`config.mk`:
```
export PLATFORM = sky130hd
export DESIGN_NAME = spi_tx_cfg
export DESIGN_NICKNAME = d
export VERILOG_FILES = /design/src/rtl/spi_pkg.sv /design/src/rtl/sync_fifo.sv /design/src/rtl/spi_tx_cfg.sv
export SDC_FILE = /design/constraint.sdc
export NUM_CORES = 1
export LEC_CHECK = 0
export CORE_UTILIZATION = 60
export CTS_CLUSTER_DIAMETER = 40
export DETAILED_ROUTE_END_ITERATION = 8
export PLACE_DENSITY = 0.77
export SETUP_SLACK_MARGIN = 0.3
export SLEW_MARGIN = 20
export SYNTH_ARGS = -nofsm -noshare
export SYNTH_HDL_FRONTEND = slang
export SYNTH_SLANG_ARGS = --single-unit
```
`constraint.sdc`:
```
create_clock -name clk_i -period 12.6 [get_ports clk_i]
set_input_delay 1.26 -clock clk_i [delete_from_list [all_inputs] [get_ports clk_i]]
set_output_delay 1.26 -clock clk_i [all_outputs]
set_load 0.05 [all_outputs]
```
`src/rtl/spi_pkg.sv`:
```
// spi_pkg: FSM state encoding, SPI mode constants and the length-field width helper
package spi_pkg;
  typedef enum logic [2:0] {IDLE, LOAD, SETUP, SHIFT, HOLD, GAP} state_t;
  localparam logic [1:0] MODE0 = 2'b00;
  localparam logic [1:0] MODE1 = 2'b01;
  localparam logic [1:0] MODE2 = 2'b10;
  localparam logic [1:0] MODE3 = 2'b11;
  function automatic int len_w(input int data_len);
    return $clog2(data_len);
  endfunction
endpackage

```
`src/rtl/sync_fifo.sv`:
```
// sync_fifo: single-clock FIFO; ports clk/rst, wr_en/wr_data/full, rd_en/rd_data (registered on pop)/empty
module sync_fifo #(
  parameter int WIDTH = 8,
  parameter int DEPTH = 16
) (
  input  logic             clk,
  input  logic             rst,
  input  logic             wr_en,
  input  logic [WIDTH-1:0] wr_data,
  output logic             full,
  input  logic             rd_en,
  output logic [WIDTH-1:0] rd_data,
  output logic             empty
);
  localparam int AW = $clog2(DEPTH);
  localparam int PW = AW + 1;
  logic [WIDTH-1:0] mem [DEPTH];
  logic [PW-1:0] wp, rp;
  assign empty = wp == rp;
  assign full = wp == {~rp[AW], rp[AW-1:0]};
  always_ff @(posedge clk or posedge rst)
    if (rst) begin
      wp <= '0;
      rp <= '0;
      rd_data <= '0;
    end else begin
      if (wr_en && !full) wp <= wp + PW'(1);
      if (rd_en && !empty) begin
        rd_data <= mem[rp[AW-1:0]];
        rp <= rp + PW'(1);
      end
    end
  always_ff @(posedge clk)
    if (wr_en && !full) mem[wp[AW-1:0]] <= wr_data;
endmodule

```
`src/rtl/spi_tx_cfg.sv`:
```
// spi_tx_cfg: FIFO-fed SPI transmitter with per-frame length and latched CPOL/CPHA/bit-order/divider; bus outputs sclk_o/cs_n_o/sdo_o, status busy_o/done_o/tx_rdy_o
module spi_tx_cfg
  import spi_pkg::*;
#(
  parameter int DLY      = 1,
  parameter int DATA_LEN = 32,
  parameter int LEN_W    = len_w(DATA_LEN),
  parameter int DEPTH    = 16,
  parameter int DIV_W    = 8
) (
  input  logic                      clk_i,
  input  logic                      rst_i,
  input  logic                      cpol_i,
  input  logic                      cpha_i,
  input  logic                      lsb_first_i,
  input  logic [DIV_W-1:0]          div_i,
  input  logic [DATA_LEN+LEN_W-1:0] tx_data_i,
  input  logic                      tx_vld_i,
  output logic                      tx_rdy_o,
  output logic                      sclk_o,
  output logic                      cs_n_o,
  output logic                      sdo_o,
  output logic                      busy_o,
  output logic                      done_o
);
  localparam int EW = LEN_W + 2;
  if (DATA_LEN < 2 || DATA_LEN > 64 || DLY < 0) begin : g_bad_param
    $error("spi_tx_cfg: parameter out of range");
  end
  state_t state, state_nx;
  logic full, empty, pop;
  logic [DATA_LEN+LEN_W-1:0] rd_data;
  logic [DATA_LEN-1:0] sh, sh_nx;
  logic [LEN_W-1:0] len;
  logic [1:0] mode_l;
  logic lsb_l;
  logic [DIV_W-1:0] div_l, cnt;
  logic [EW-1:0] edges;
  logic tick, last, lead, ph1, bit_out, bit_nx, upd;
  logic sclk_nx, cs_n_nx, sdo_nx, done_nx;
  sync_fifo #(.WIDTH(DATA_LEN + LEN_W), .DEPTH(DEPTH)) u_fifo (
    .clk(clk_i), .rst(rst_i), .wr_en(tx_vld_i), .wr_data(tx_data_i), .full(full),
    .rd_en(pop), .rd_data(rd_data), .empty(empty)
  );
  assign tx_rdy_o = !full;
  assign busy_o = state != IDLE;
  assign pop = state == IDLE && !empty;
  assign tick = cnt == div_l;
  assign ph1 = mode_l inside {MODE1, MODE3};
  assign lead = !edges[0];
  // edges are numbered from 0, so the final trailing edge is 2n+1
  assign last = edges == EW'({len, 1'b1});
  assign bit_out = lsb_l ? sh[0] : sh[DATA_LEN-1];
  assign bit_nx = lsb_l ? sh[1] : sh[DATA_LEN-2];
  assign sh_nx = lsb_l ? sh >> 1 : sh << 1;
  always_comb begin
    state_nx = state;
    case (state)
      IDLE:    state_nx = empty ? IDLE : LOAD;
      LOAD:    state_nx = SETUP;
      SETUP:   state_nx = tick ? SHIFT : SETUP;
      SHIFT:   state_nx = tick && last ? HOLD : SHIFT;
      HOLD:    state_nx = tick ? GAP : HOLD;
      GAP:     state_nx = tick ? IDLE : GAP;
      default: state_nx = IDLE;
    endcase
  end
  always_comb begin
    upd = state == SHIFT && tick && (ph1 ? lead : !lead && !last);
    sclk_nx = state inside {IDLE, LOAD} ? cpol_i : state == SHIFT && tick ? !sclk_o : sclk_o;
    cs_n_nx = !(state inside {SETUP, SHIFT} || (state == HOLD && !tick));
    sdo_nx = state == SETUP && mode_l inside {MODE0, MODE2} ? bit_out : upd ? (ph1 ? bit_out : bit_nx) : sdo_o;
    done_nx = state == GAP && tick;
  end
  always_ff @(posedge clk_i or posedge rst_i)
    if (rst_i) begin
      state <= IDLE;
      sclk_o <= 1'b0;
      cs_n_o <= 1'b1;
      sdo_o <= 1'b0;
      done_o <= 1'b0;
    end else begin
      state <= state_nx;
      sclk_o <= sclk_nx;
      cs_n_o <= cs_n_nx;
      sdo_o <= sdo_nx;
      done_o <= done_nx;
    end
  always_ff @(posedge clk_i or posedge rst_i)
    if (rst_i) begin
      cnt <= '0;
      edges <= '0;
      sh <= '0;
      len <= '0;
      mode_l <= MODE0;
      lsb_l <= 1'b0;
      div_l <= '0;
    end else begin
      cnt <= state inside {IDLE, LOAD} || tick ? '0 : cnt + DIV_W'(1);
      edges <= state == SHIFT ? edges + EW'(tick) : '0;
      if (state == LOAD) begin
        len <= rd_data[DATA_LEN +: LEN_W];
        // MSB-first frames are left-aligned so bit n sits at the top of the shifter
        sh <= lsb_first_i ? rd_data[DATA_LEN-1:0]
                          : rd_data[DATA_LEN-1:0] << (DATA_LEN - 1 - int'(rd_data[DATA_LEN +: LEN_W]));
        mode_l <= {cpol_i, cpha_i};
        lsb_l <= lsb_first_i;
        div_l <= div_i;
      end else if (upd) sh <= sh_nx;
    end
endmodule

```
==> flow_summary.ini <==
[run_status]
status = finished clean

[cts]
htree_levels = 3
cts.sinks = 708
cts_tree = yes
cts-resized-gates = 0
numCtsBuffers = 91
ctsHoldBuffers = 0
clk_latency_ns = 0.65
cts_setup_buffers = 0
clock_path_buffers = 3
cts_root_buf = clkbuf_16
clkTransAtPathRegs_ns = 0.05

[worst_setup_path]
reg2reg_slack_ns = 8.53
critPathKind = reg2out
slowest_stage = dfrtp_4
critPathLaunchType = register
path_cells = xor2_1 > nor4_1 > nand2_1 > clkdlybuf4s50_1
slowest_delay_ns = 1.08
path_max_fanout = 41
critPathArrivalTime_ns = 3.21
crit_path_end_kind = output pin
required_ns = 11.34

[drt]
vias = 16100
drcViolationCount = 0
ant_nets = 0
routedWlPerCell_um = 29.5
drt_pre_antenna_iters = 5
viasPerCell = 6.68
totalWireLength_um = 71300
drt_iter0_drc = 1691

[die]
die_area_um2 = 50700
die_h_um = 225
num_io_pins = 57
start_util_pct = 60.9
fp-row-count = 81
core_area_um2 = 49100
die_w_um = 225

[finish]
n_fill_cell = 2930
fin_cells = 2415
area_delta_synth_final_pct = 15.1
drive_above_1_share_pct = 27.4
regArea_um2 = 20700
final_nets = 1731
multi_input_area_um2 = 8740

[yosys]
synthMuxAreaShare_pct = 20.5
yosysSeqAreaShare_pct = 69.2
synth_warnings = 0
netlist_instances = 1593
yosysTopAreaCell = edfxtp_1
synthFlopType = edfxtp_1
synthArstFlopShare_pct = 16.4
synth_top_area_share_pct = 59.5
synth_seq_cells = 708
avgSynthCellArea_um2 = 18.8
synth_top_family_by_area = multiplexers
synth_area_leaders = edfxtp_1 (60%), mux4_2 (16%), dfrtp_1 (9.6%)
synth-simple-area-share_pct = 3.45
synth_nets = 1652
synth_fa_ha_area_share_pct = 0.335
yosysUniqueCellTypes = 59
synth_compound_area_share_pct = 3.46
synth_edf_count = 592
syn_area_um2 = 29900
synth_xor_area_share_pct = 1.14

[timing]
setup_viol = 0
skew_ns = 0.0433
fmax_ghz = 0.224
period_needed_ns = 4.47
finalCritPeriodShare_pct = 35.5
worstMarginPinSlew_ns = 1.08
finalMaxSlewViolations = 0
rsz0062_at_grt = no
fin_tns_setup_ns = 0
final-hold-violation-count = 0
relSlewSlack_pct = 27.7

[power]
seqPwrFrac_pct = 47.3
netSwitchingPower_uw = 1450
powerDensity_nw_per_um2 = 176
power.share.switching_pct = 24.0
clock_power_share_pct = 45.2
p_int_uw = 4610
p_leak_uw = 0.0117
p_comb_share_pct = 7.5
ir_drop_v = 0.000151

[grt]
grt-ovfl-total = 0
grt_max_degree = 78
first_global_vias = 16500
grt_usage_pct = 29.2
antenna_found_initial = 5
grt_first_pass_wirelength_um = 106000

[hold_path]
hp-class = reg2reg

[job]
max_cap_viol_count = 0

[place]
place_inst = 2243
dpl.hpwl_um = 36000
globalplace.congestion = 0.922
port_buffers = 56
-- area by class of cell --
cell class                 instances  share of cell area (%)
multi-input combinational        771                    25.4
clock inverter                    66                    2.51
sequential                       708                    60.2
inverter                          10                   0.116
tap                              664                    2.42
antenna                            1                 0.00728
clock buffer                     105                    6.96
timing repair buffer              90                    2.38
-- placed cells by master, fill, tap and decap left out, types with 14 or more instances in the layout --
cell type,netlist,layout
bufinv_16,0,14
o21ai_0,25,25
a21oi_1,21,20
a211oi_1,15,15
mux4_2,209,209
clkbuf_16,0,93
edfxtp_1,592,592
buf_4,5,33
mux2_2,50,50
xor2_1,19,19
nor2b_1,16,16
nand2_1,90,90
mux2i_1,83,83
clkdlybuf4s50_1,0,56
o221ai_1,14,14
dfrtp_1,115,108
xnor2_1,20,20
nor2_1,69,58
-- metal layers --
metal | vias to the layer above | GRT usage [%] | wire length (µm)
met5 | - | 0 | 37
li1 | 6655 | - | -
met3 | 167 | 6.04 | 6040
met2 | 933 | 47.4 | 35700
met4 | 6 | 11.8 | 2120
met1 | 8379 | 39.2 | 27400
-- synthesized netlist by cell type, types with 3 or more instances --
| library cell | n |
|---|---|
| a22oi_1 | 5 |
| nor3_1 | 13 |
| o22ai_1 | 3 |
| nand2_1 | 90 |
| buf_6 | 11 |
| a21oi_1 | 21 |
| o31ai_1 | 7 |
| buf_2 | 29 |
| nor2b_1 | 16 |
| mux2_2 | 50 |
| mux4_2 | 209 |
| and3_1 | 7 |
| and2_1 | 4 |
| o21ai_0 | 25 |
| a31oi_1 | 13 |
| o32ai_1 | 10 |
| buf_1 | 4 |
| nand2b_1 | 5 |
| edfxtp_1 | 592 |
| o21ai_1 | 8 |
| nor2_1 | 69 |
| o221ai_1 | 14 |
| nand3_1 | 12 |
| xor2_1 | 19 |
| buf_4 | 5 |
| mux2i_1 | 83 |
| ha_1 | 8 |
| dfrtp_1 | 115 |
| clkbuf_1 | 55 |
| nand4_1 | 4 |
| a22o_1 | 4 |
| inv_1 | 10 |
| a211oi_1 | 15 |
| xnor2_1 | 20 |
| a221o_1 | 4 |
-- path summary, 6_finish.rpt --
| path | startpoint | end | cells past startpoint |
|---|---|---|---|
| min in group asynchronous | rst_i | div_l[0] | 2 |
| worst min register to register | u_fifo.wp[4] | u_fifo.wp[4] | 1 |
| worst max register to register | u_fifo.rp[2] | u_fifo.mem[2][24] | 7 |
| worst min-delay path | u_fifo.wp[4] | u_fifo.wp[4] | 1 |
| max in group asynchronous | rst_i | u_fifo.rp[2] | 3 |
| worst max-delay path | u_fifo.rp[2] | tx_rdy_o | 4 |
-- sequential cells by signal, indices dropped and copies added, names as in the netlist --
signal,count
sdo_o,1
mode_l,1
sh,32
u_fifo.rd_data,37
len,5
cnt,8
u_fifo.rp,5
cs_n_o,1
lsb_l,1
u_fifo.wp,5
div_l,8
u_fifo.mem,592
sclk_o,1
edges,7
done_o,1
state,3
-- power by group through the flow --
stage | Clock (µW) | Combinational (µW) | Sequential (µW)
after detailed placement | 0 | 450 | 2900
after global routing | 2860 | 484 | 2880
after CTS | 2770 | 457 | 2860
after floorplan | 0 | 260 | 2870
after global placement | 0 | 438 | 2880
final | 2740 | 455 | 2860
-- kinds of logic after synthesis --
logic type | after synthesis
and+or+nand+nor | 231
AOI/OAI and AO/OA | 149
xor gates and xnor gates | 39
adders and majority gates | 8
DFF | 708
buffers and inverters | 114
muxes | 344
-- through the flow --
stage	utilization, %	hold WS [ns]	setup WS, ns	instance area, µm²	power, µW
after global placement	63.5	0.478	8.48	31100	3320
after CTS	70.1	0.497	8.05	34400	6090
final	70.1	0.493	8.13	34400	6060
after floorplan	-	0.465	7.77	29900	3130
after detailed placement	63.5	0.488	8.37	31100	3350
after global routing	70.1	0.511	7.91	34400	6220
-- critical path: cells and delay by family (launching register included) --
kind | cells | cell delay [ns]
xor+xnor | 1 | 0.14
buf+inv | 1 | 0.73
flops | 1 | 1.08
simple gates | 2 | 0.60
Note: power is estimated with default switching activity, not from simulation.
==> RTL change (same settings) <==
Register the input `div_i` before use, cleared by the reset. The logic sees it one clock later. The other inputs are not delayed to match.
--- a/src/rtl/spi_tx_cfg.sv
+++ b/src/rtl/spi_tx_cfg.sv
@@ -25,4 +25,15 @@
 );
   localparam int EW = LEN_W + 2;
+
+  logic [DIV_W-1:0] div_q;
+
+  always_ff @(posedge clk_i or posedge rst_i) begin
+    if (rst_i) begin
+      div_q <= '0;
+    end else begin
+      div_q <= div_i;
+    end
+  end
+
   if (DATA_LEN < 2 || DATA_LEN > 64 || DLY < 0) begin : g_bad_param
     $error("spi_tx_cfg: parameter out of range");
@@ -106,5 +117,5 @@
         mode_l <= {cpol_i, cpha_i};
         lsb_l <= lsb_first_i;
-        div_l <= div_i;
+        div_l <= div_q;
       end else if (upd) sh <= sh_nx;
     end
Check against the original RTL: same outputs for any inputs over 4 cycles, from zero or initial values and one cycle with rst_i high; that may be too few to reach the edited logic, so the function may still have changed.
==> RTL change against the original RTL <==
Worst hold slack lost 0.050 ns. Power shrank 1.3%. Clock skew grew 0.023 ns. First-iteration DRC count grew 12%. Highest routed layer is now met4. Critical endpoint unchanged. Area after synthesis grew 0.98%. Routed wire length grew 3.1%. Sequential cell count grew 8. Setup slack gained 0.15 ns. Register-to-register slack gained 0.41 ns. Non-clock buffer count shrank 2. Global-route usage grew 0.87 points. Die area grew 0.97%. Final area grew 0.47%. Critical path type unchanged. Maximum frequency grew 3.5%.
==> RTL change: results (changes against the original RTL) <==
Logic synthesis
  – Yosys cell types: 65 (was 59)
  – Avg Inst Size Synth: 18.8 sq um (about the same)
  – Async S/R FF share, synth: 17.3% (was 16.4%)
  – Commonest cells in the synthesized netlist: edfxtp_1, mux4_2, dfrtp_1 (unchanged)
  – Post-synthesis sequential area ratio: 69.2% (about the same)
  – Largest cells by area after synthesis: edfxtp_1, mux4_2, dfrtp_1, mux2i_1, mux2_2 (unchanged)

Routing
  – Via Count: 16,200 (was 16,100)
  – Wire per inst: 30.3 um (was 29.5 um)
  – Drt initial violations: 1,886 (was 1,691)

Critical path
  – Reg2reg end: u_fifo.mem[11][32] (was u_fifo.mem[2][24])
  – Critical-path maximum fanout: 52 (was 41)
  – Worst reg-to-reg setup slack: 8.94 ns (was 8.53 ns)
  – Arrival @ worst endpoint: 3.06 ns (was 3.21 ns)
  – Worst r2r src: u_fifo.rp[1] (was u_fifo.rp[2])

Worst hold path
  – Hold Path Depth: 2 (was 1)
  – Hold EP: div_l[1] (was u_fifo.wp[4])
  – Hold Crit Start: div_q[1] (was u_fifo.wp[4])

Power and ir drop
  – Internal Pwr Total: 4.53 mW (was 4.61 mW)

GRT
  – First-pass GRT wire length: 109 mm (was 106 mm)
  – Largest net degree at the start of global routing: 117 (was 78)
  – Initial antenna violation count: 6 (was 5)
  – Total GRT Usage: 30.1% (was 29.2%)

Final layout
  – Layout cell share with drive strength beyond 1: 27.8% (was 27.4%)

Placement
  – Placer's final routability congestion estimate: 0.952 (was 0.922)
  – Area post-placement: 31,400 sq um (was 31,100 sq um)

Clock tree
  – Total CTS buffers: 88 (was 91)

STA
  – Final hold slack: 0.443 ns (was 0.493 ns)

Status
  – Run status: complete, no violations (unchanged)
[RTL change: cell count changes in the layout (fill, tap and decap cells not counted), moves of 8 or more]
cell      change
a31oi_1      -10
dfrtp_1       +9
mux2_1        +8
mux2_2       +25
nand2_1       +8
nor2_1       -16
nor2b_1      -13
o21ai_1      +14
o221ai_1     -13
o32ai_1      -10
[RTL change: layer usage]
metal | up-vias | global-route usage (%) | part of all wire (%)
met5 | - | 0 | 0
met4 | 0 | 11.3 | 3.7
met3 | 189 | 5.19 | 8.1
met2 | 935 | 49.7 | 50
met1 | 8390 | 40.5 | 38
li1 | 6698 | - | -
[RTL change: area by class of cell]
cell class	instances	area [sq um]
sequential	716	20900
fill	3049	14700
multi-input combinational	777	8830
clock buffer	106	2330
timing repair buffer	88	833
tap	664	831
clock inverter	60	761
inverter	14	55.1
antenna	3	7.51
[RTL change: kinds of logic after synthesis]
family | after synthesis | share of synthesized area (%)
buffers and inverters | 112 | 1.86
DFF | 716 | 69.2
AOI/OAI and AO/OA | 137 | 2.99
muxes | 378 | 21.3
xor gates and xnor gates | 39 | 1.13
adders and majority gates | 8 | 0.332
and+or+nand+nor | 215 | 3.16
[RTL change: power by group through the flow]
stage | combinational, mW | sequential [mW] | clock, mW
2_1_floorplan | 0.263 | 2.90 | 0
3_3_place_gp | 0.445 | 2.91 | 0
3_5_place_dp | 0.456 | 2.93 | 0
4_1_cts | 0.465 | 2.89 | 2.66
5_1_grt | 0.490 | 2.91 | 2.75
6_report | 0.463 | 2.89 | 2.62
[RTL change: worst max-delay path, stage by stage (launching register included)]
cell             delay, ns
dfrtp_4               1.00
xor2_1                0.15
nor4_1                0.41
nand2b_1              0.13
clkdlybuf4s50_1       0.72
